`src/rtl/dmem_if_pkg.sv`:
```
// Shared definitions for the data-memory request/response interface.
// Used by the responder, the control unit's memory stage and the bench.
package dmem_if_pkg;

    typedef enum logic [1:0] {
        ST_IDLE = 2'd0,
        ST_WAIT = 2'd1,
        ST_RESP = 2'd2
    } dmem_state_e;

    localparam int WORD_BYTES = 4;
    localparam int BYTE_OFS_W = 2;

    localparam logic ERR_OK     = 1'b0;
    localparam logic ERR_ACCESS = 1'b1;

endpackage

```
`src/rtl/dmem_word_array.sv`:
```
// Word storage behind the responder: synchronous write, asynchronous read.
// Contents are never cleared by reset.
module dmem_word_array #(
    parameter int DATA_W      = 32,
    parameter int DEPTH_WORDS = 64,
    parameter int IDX_W       = $clog2(DEPTH_WORDS)
) (
    input  logic              clk,
    input  logic              we,
    input  logic [IDX_W-1:0]  widx,
    input  logic [DATA_W-1:0] wdata,
    input  logic [IDX_W-1:0]  ridx,
    output logic [DATA_W-1:0] rdata
);

    logic [DATA_W-1:0] mem [DEPTH_WORDS];

    always_ff @(posedge clk) begin
        if (we) begin
            mem[widx] <= wdata;
        end
    end

    assign rdata = mem[ridx];

endmodule

```
`src/rtl/dmem_responder.sv`:
```
// Data-memory responder: one load/store at a time over valid/ready, a fixed
// access latency, then a held response carrying read data and an error flag.
module dmem_responder
    import dmem_if_pkg::*;
#(
    parameter int DATA_W      = 32,
    parameter int ADDR_W      = 32,
    parameter int DEPTH_WORDS = 64,
    parameter int LATENCY     = 2
) (
    input  logic              clk,
    input  logic              rst_n,
    input  logic              req_valid,
    output logic              req_ready,
    input  logic              req_we,
    input  logic [ADDR_W-1:0] req_addr,
    input  logic [DATA_W-1:0] req_wdata,
    output logic              resp_valid,
    input  logic              resp_ready,
    output logic [DATA_W-1:0] resp_rdata,
    output logic              resp_err
);

    localparam int IDX_W = $clog2(DEPTH_WORDS);
    localparam logic [ADDR_W-1:0] ADDR_LIMIT = ADDR_W'(DEPTH_WORDS * WORD_BYTES);

    dmem_state_e       state, next_state;
    logic [3:0]        cnt, next_cnt;
    logic              lat_we;
    logic [ADDR_W-1:0] lat_addr;
    logic [DATA_W-1:0] lat_wdata;

    logic              accept;
    logic              do_access;
    logic              addr_err;
    logic              mem_we;
    logic [IDX_W-1:0]  word_idx;
    logic [DATA_W-1:0] mem_rdata;

    assign accept    = (state == ST_IDLE) && req_valid && req_ready;
    assign do_access = (state == ST_WAIT) && (cnt == 4'd0);

    // Full-width compare so addresses above the array never alias onto low words.
    assign addr_err = (lat_addr[BYTE_OFS_W-1:0] != '0) || (lat_addr >= ADDR_LIMIT);
    assign word_idx = lat_addr[BYTE_OFS_W +: IDX_W];

    // Gating with rst_n keeps a store from committing on an edge that resets.
    assign mem_we = do_access && rst_n && lat_we && !addr_err;

    dmem_word_array #(
        .DATA_W      (DATA_W),
        .DEPTH_WORDS (DEPTH_WORDS),
        .IDX_W       (IDX_W)
    ) u_array (
        .clk   (clk),
        .we    (mem_we),
        .widx  (word_idx),
        .wdata (lat_wdata),
        .ridx  (word_idx),
        .rdata (mem_rdata)
    );

    always_comb begin
        next_state = state;
        next_cnt   = cnt;
        unique case (state)
            ST_IDLE: begin
                if (accept) begin
                    next_state = ST_WAIT;
                    next_cnt   = 4'(LATENCY);
                end
            end
            ST_WAIT: begin
                if (cnt == 4'd0) begin
                    next_state = ST_RESP;
                end else begin
                    next_cnt = cnt - 4'd1;
                end
            end
            ST_RESP: begin
                if (resp_valid && resp_ready) begin
                    next_state = ST_IDLE;
                end
            end
            default: next_state = ST_IDLE;
        endcase
    end

    always_ff @(posedge clk) begin
        if (!rst_n) begin
            state      <= ST_IDLE;
            cnt        <= 4'd0;
            req_ready  <= 1'b0;
            resp_valid <= 1'b0;
            resp_rdata <= '0;
            resp_err   <= ERR_OK;
            lat_we     <= 1'b0;
            lat_addr   <= '0;
            lat_wdata  <= '0;
        end else begin
            state     <= next_state;
            cnt       <= next_cnt;
            req_ready <= (next_state == ST_IDLE);
            if (accept) begin
                lat_we    <= req_we;
                lat_addr  <= req_addr;
                lat_wdata <= req_wdata;
            end
            // Response registers load once on entry to RESP and hold until taken.
            if (do_access) begin
                resp_valid <= 1'b1;
                resp_err   <= addr_err ? ERR_ACCESS : ERR_OK;
                resp_rdata <= (!lat_we && !addr_err) ? mem_rdata : '0;
            end else if (resp_valid && resp_ready) begin
                resp_valid <= 1'b0;
                resp_err   <= ERR_OK;
                resp_rdata <= '0;
            end
        end
    end

endmodule

```
`config.mk`:
```
export PLATFORM = sky130hd
export DESIGN_NAME = dmem_responder
export DESIGN_NICKNAME = d
export VERILOG_FILES = /design/src/rtl/dmem_if_pkg.sv /design/src/rtl/dmem_word_array.sv /design/src/rtl/dmem_responder.sv
export SDC_FILE = /design/constraint.sdc
export NUM_CORES = 2
export LEC_CHECK = 0
export CAP_MARGIN = 10
export CORE_MARGIN = 5
export CORE_UTILIZATION = 50
export CTS_CLUSTER_SIZE = 25
export DETAILED_ROUTE_END_ITERATION = 10
export GPL_TIMING_DRIVEN = 0
export PLACE_DENSITY = 0.66
export SETUP_SLACK_MARGIN = 0.3
export SLEW_MARGIN = 20
export SYNTH_ARGS = -nofsm -noshare
export SYNTH_HDL_FRONTEND = slang
export SYNTH_HIERARCHICAL = 1
export SYNTH_SLANG_ARGS = --single-unit
export TNS_END_PERCENT = 5
```
`constraint.sdc`:
```
create_clock -name clk -period 5.1 [get_ports clk]
set_input_delay 1.02 -clock clk [delete_from_list [all_inputs] [get_ports clk]]
set_output_delay 1.02 -clock clk [all_outputs]
set_load 0.05 [all_outputs]
```
==> run metrics <==
CP Launch Type=flip-flop; Slowest-stage cell, CP=o221ai_1; Max-Cap Viols=0; Worst Hold Depth=2; Ys Warns=6; vias in the first global route=42,300; Core Box Area=163,000 µm²; final setup fails=0; Slew headroom=0.160; Die Wd=414 µm; Initial Util=0.502; Final ANT Viol Nets=0; most used cell, CP=buf_2; WL/cell=37.9 µm; Via Count=43,400; status=complete, no violations; Crit path largest cell delay=0.67 ns; Post-DP Area=89,200 µm²; worst skew pair latency=0.86 ns; largest net degree at the start of global routing=66; reg-to-reg slack, setup=0.18 ns; FP Rows=148; worst reg2reg path startpoint=lat_addr[3]; HPWL Detailed=164,000 µm; Detailed Routing Iterations Pass 1=5; DRC=0; Design Area, Final=96,000 µm²; CP startpoint=lat_addr[3]; crit path cell chain=buf_2 -> buf_2 -> buf_2 -> clkdlybuf4s15_2 -> nand3b_1 -> o221ai_1 -> a21oi_1 -> a21oi_1 -> nor2_1 -> a22o_1; family with the most delay on the worst path=buffers and inverters; # fillers=11,500; slack of the critical path=0.184 ns; worst slew pin tran=1.26 ns; number of port buffers=103; register area=63,700 µm²; final core utilization=0.591; Max FO, Critical Path=10; final slew viol count=0; initial antenna violation count=12; crit path kind=reg2reg; number of I/O pins=104; layout cell share with drive strength beyond 1=0.281; CP endpoint kind=flip-flop; Tcrit/Tclk final=0.964; post-synthesis sequential area ratio=0.780; total grt overflow=0; final hold vios=0; reg2reg end=resp_rdata[13]; Lkg Pwr=30.5 nW; mapped cell area=81,600 µm²; die area=171,000 µm²; Avg Synthesized Cell Area=22.0 µm²; GP Congestion=0.897; number of synthesized flops with an enable pin=2,048; total CTS buffers=208; synth unique cells=52; dominant register cell in the synthesized netlist=edfxtp_1; Buf/Inv on CP=4; die height=414 µm; ys async rst share=0; Final min period=4.92 ns; CP endpoint=resp_rdata[13]; CTS tree=built; Post-layout nets=4,237; CTS Hold Bufs=0; critical path depth in cells=10; worst path arrival time=5.65 ns; Syn Nets=3,775; RSZ-0062 raised after global routing=false; FF+latch count, synth=2,154; Final Skew=0.0436 ns; Reg clk slew, reported paths=0.06 ns; pwr dens=389 nW/µm²; hold path start=lat_addr[22]; area delta synth->final=17.7%; clk sink count=2,154; fmax=203 MHz; wire length of the first global-routing pass=338,000 µm; Clock Path Buffers=3; R2R cell count=10; type of the tightest min-delay check=reg2reg; drt via density=6.65; Gate Count Post-Synth=3,704; total detailed-routing wirelength=247,000 µm; H-tree lvl count=4; postcts setup bufs=0; Total Power=0.0373 W; dpl ws=-0.138 ns; Multi-input gate area=17,400 µm²; 1st-iter DRT viols=6,296; CP required=5.83 ns; Worst VDD drop=0.360 mV; Fin Setup TNS=0 ns; CTS root buf=clkbuf_16; Tot GR Track Use=0.290
-- per-layer routing --
metal,GRT usage,part of all wire,vias up
met4,0.148,0.062,8
met5,0,0.00022,-
li1,-,-,16600
met3,0.0792,0.13,700
met1,0.388,0.35,22800
met2,0.444,0.46,3296
-- power breakdown --
group          switching, W  internal, W  total [W]
sequential         0.000262       0.0195     0.0197
combinational       0.00149     0.000850    0.00234
clock               0.00664      0.00863     0.0153
total               0.00839       0.0289     0.0373
-- cell usage after synthesis, types with 6 or more instances --
cell,n,area share
nor3_1,9,0.00055
buf_1,26,0.0012
nor2_1,143,0.0066
mux2i_1,93,0.011
edfxtp_1,2048,0.75
a22oi_1,12,0.0011
a21oi_1,132,0.0081
buf_6,8,0.0011
nand2b_1,10,0.00077
buf_4,25,0.0023
o221ai_1,27,0.0029
mux4_2,544,0.15
a22o_1,31,0.0033
nor2b_1,15,0.0012
buf_2,61,0.0037
o22ai_1,84,0.0064
clkbuf_1,90,0.0041
dfxtp_1,106,0.026
a311oi_1,9,0.00097
nand2_1,159,0.0073
or3_1,6,0.00046
nand3_1,6,0.00037
-- worst min-delay path by stage --
stage | endpoint | slack, ns
after floorplan | lat_addr[22] | 0.44
after global placement | lat_addr[22] | 0.44
after detailed placement | lat_addr[22] | 0.45
after CTS | lat_addr[22] | 0.46
after global routing | lat_addr[27] | 0.48
final | lat_addr[22] | 0.45
-- flip-flops by register name, indices dropped and copies added, names as in the netlist --
signal       cells
resp_rdata      32
lat_we           1
cnt              4
lat_addr        32
state            2
resp_err         1
resp_valid       1
req_ready        1
u_array/mem   2048
lat_wdata       32
-- timing repair --
| action | in CTS | in global routing |
|---|---|---|
| endpoints found under the hold margin | 0 | 0 |
| endpoints found under the setup margin | 6 | 0 |
| resized for setup | 3 | 0 |
-- cell type report --
cell class                 instances  area share
sequential                      2154       0.664
clock buffer                     271      0.0582
tap                             2175      0.0283
inverter                           4    0.000156
buffer                           210      0.0109
clock inverter                   114      0.0123
timing repair buffer             252      0.0451
antenna                            3   0.0000782
multi-input combinational       1336       0.181
-- through the flow --
stage | hold WS [ns] | std cells
after floorplan | 0.436 | 3704
after global routing | 0.478 | 6516
final | 0.455 | 6519
after CTS | 0.456 | 6516
after global placement | 0.444 | 5982
after detailed placement | 0.448 | 6131
-- worst register-to-register path, cell delays in order, from the launching register on --
cell             delay [ns]
dfxtp_1                0.43
buf_2                  0.35
buf_2                  0.44
buf_2                  0.46
clkdlybuf4s15_2        0.63
nand3b_1               0.60
o221ai_1               0.68
a21oi_1                0.29
a21oi_1                0.56
nor2_1                 0.13
a22o_1                 0.22
-- kinds of logic (layout without fill, tap and decap cells) --
kind of cell               Yosys count  count (layout)  share of synthesized area
adders and majority gates            2               2                   0.000307
other                                0               3                          0
AOI/OAI and AO/OA                  310             310                     0.0244
buffers and inverters              214             851                     0.0127
and+or+nand+nor                    387             387                     0.0212
DFF                               2154            2154                      0.780
muxes                              637             637                      0.162
-- cells in the final DEF, fill, tap and decap left out, drive strengths merged, types with 2 or more instances in the layout --
master and count:
or2 3, a311oi 9, or3 6, o22ai 84, nor2 143, nand2b 10
mux2i 93, o32ai 4, or3b 6, mux4 544, nor3 9, o221ai 27
nor4 7, nand3b 5, clkinv 78, clkbuf 364, nand4 3, dfxtp 106
and2 2, and3 5, a41o 4, diode 3, a21oi 132, edfxtp 2048
nand2 159, o21ai 3, clkinvlp 10, buf 265, nand3 7, inv 13
clkdlybuf4s50 103, ha 2, bufinv 17, a22o 32, nor2b 15, a22oi 12
No activity file was read; power rests on OpenSTA's default activity.
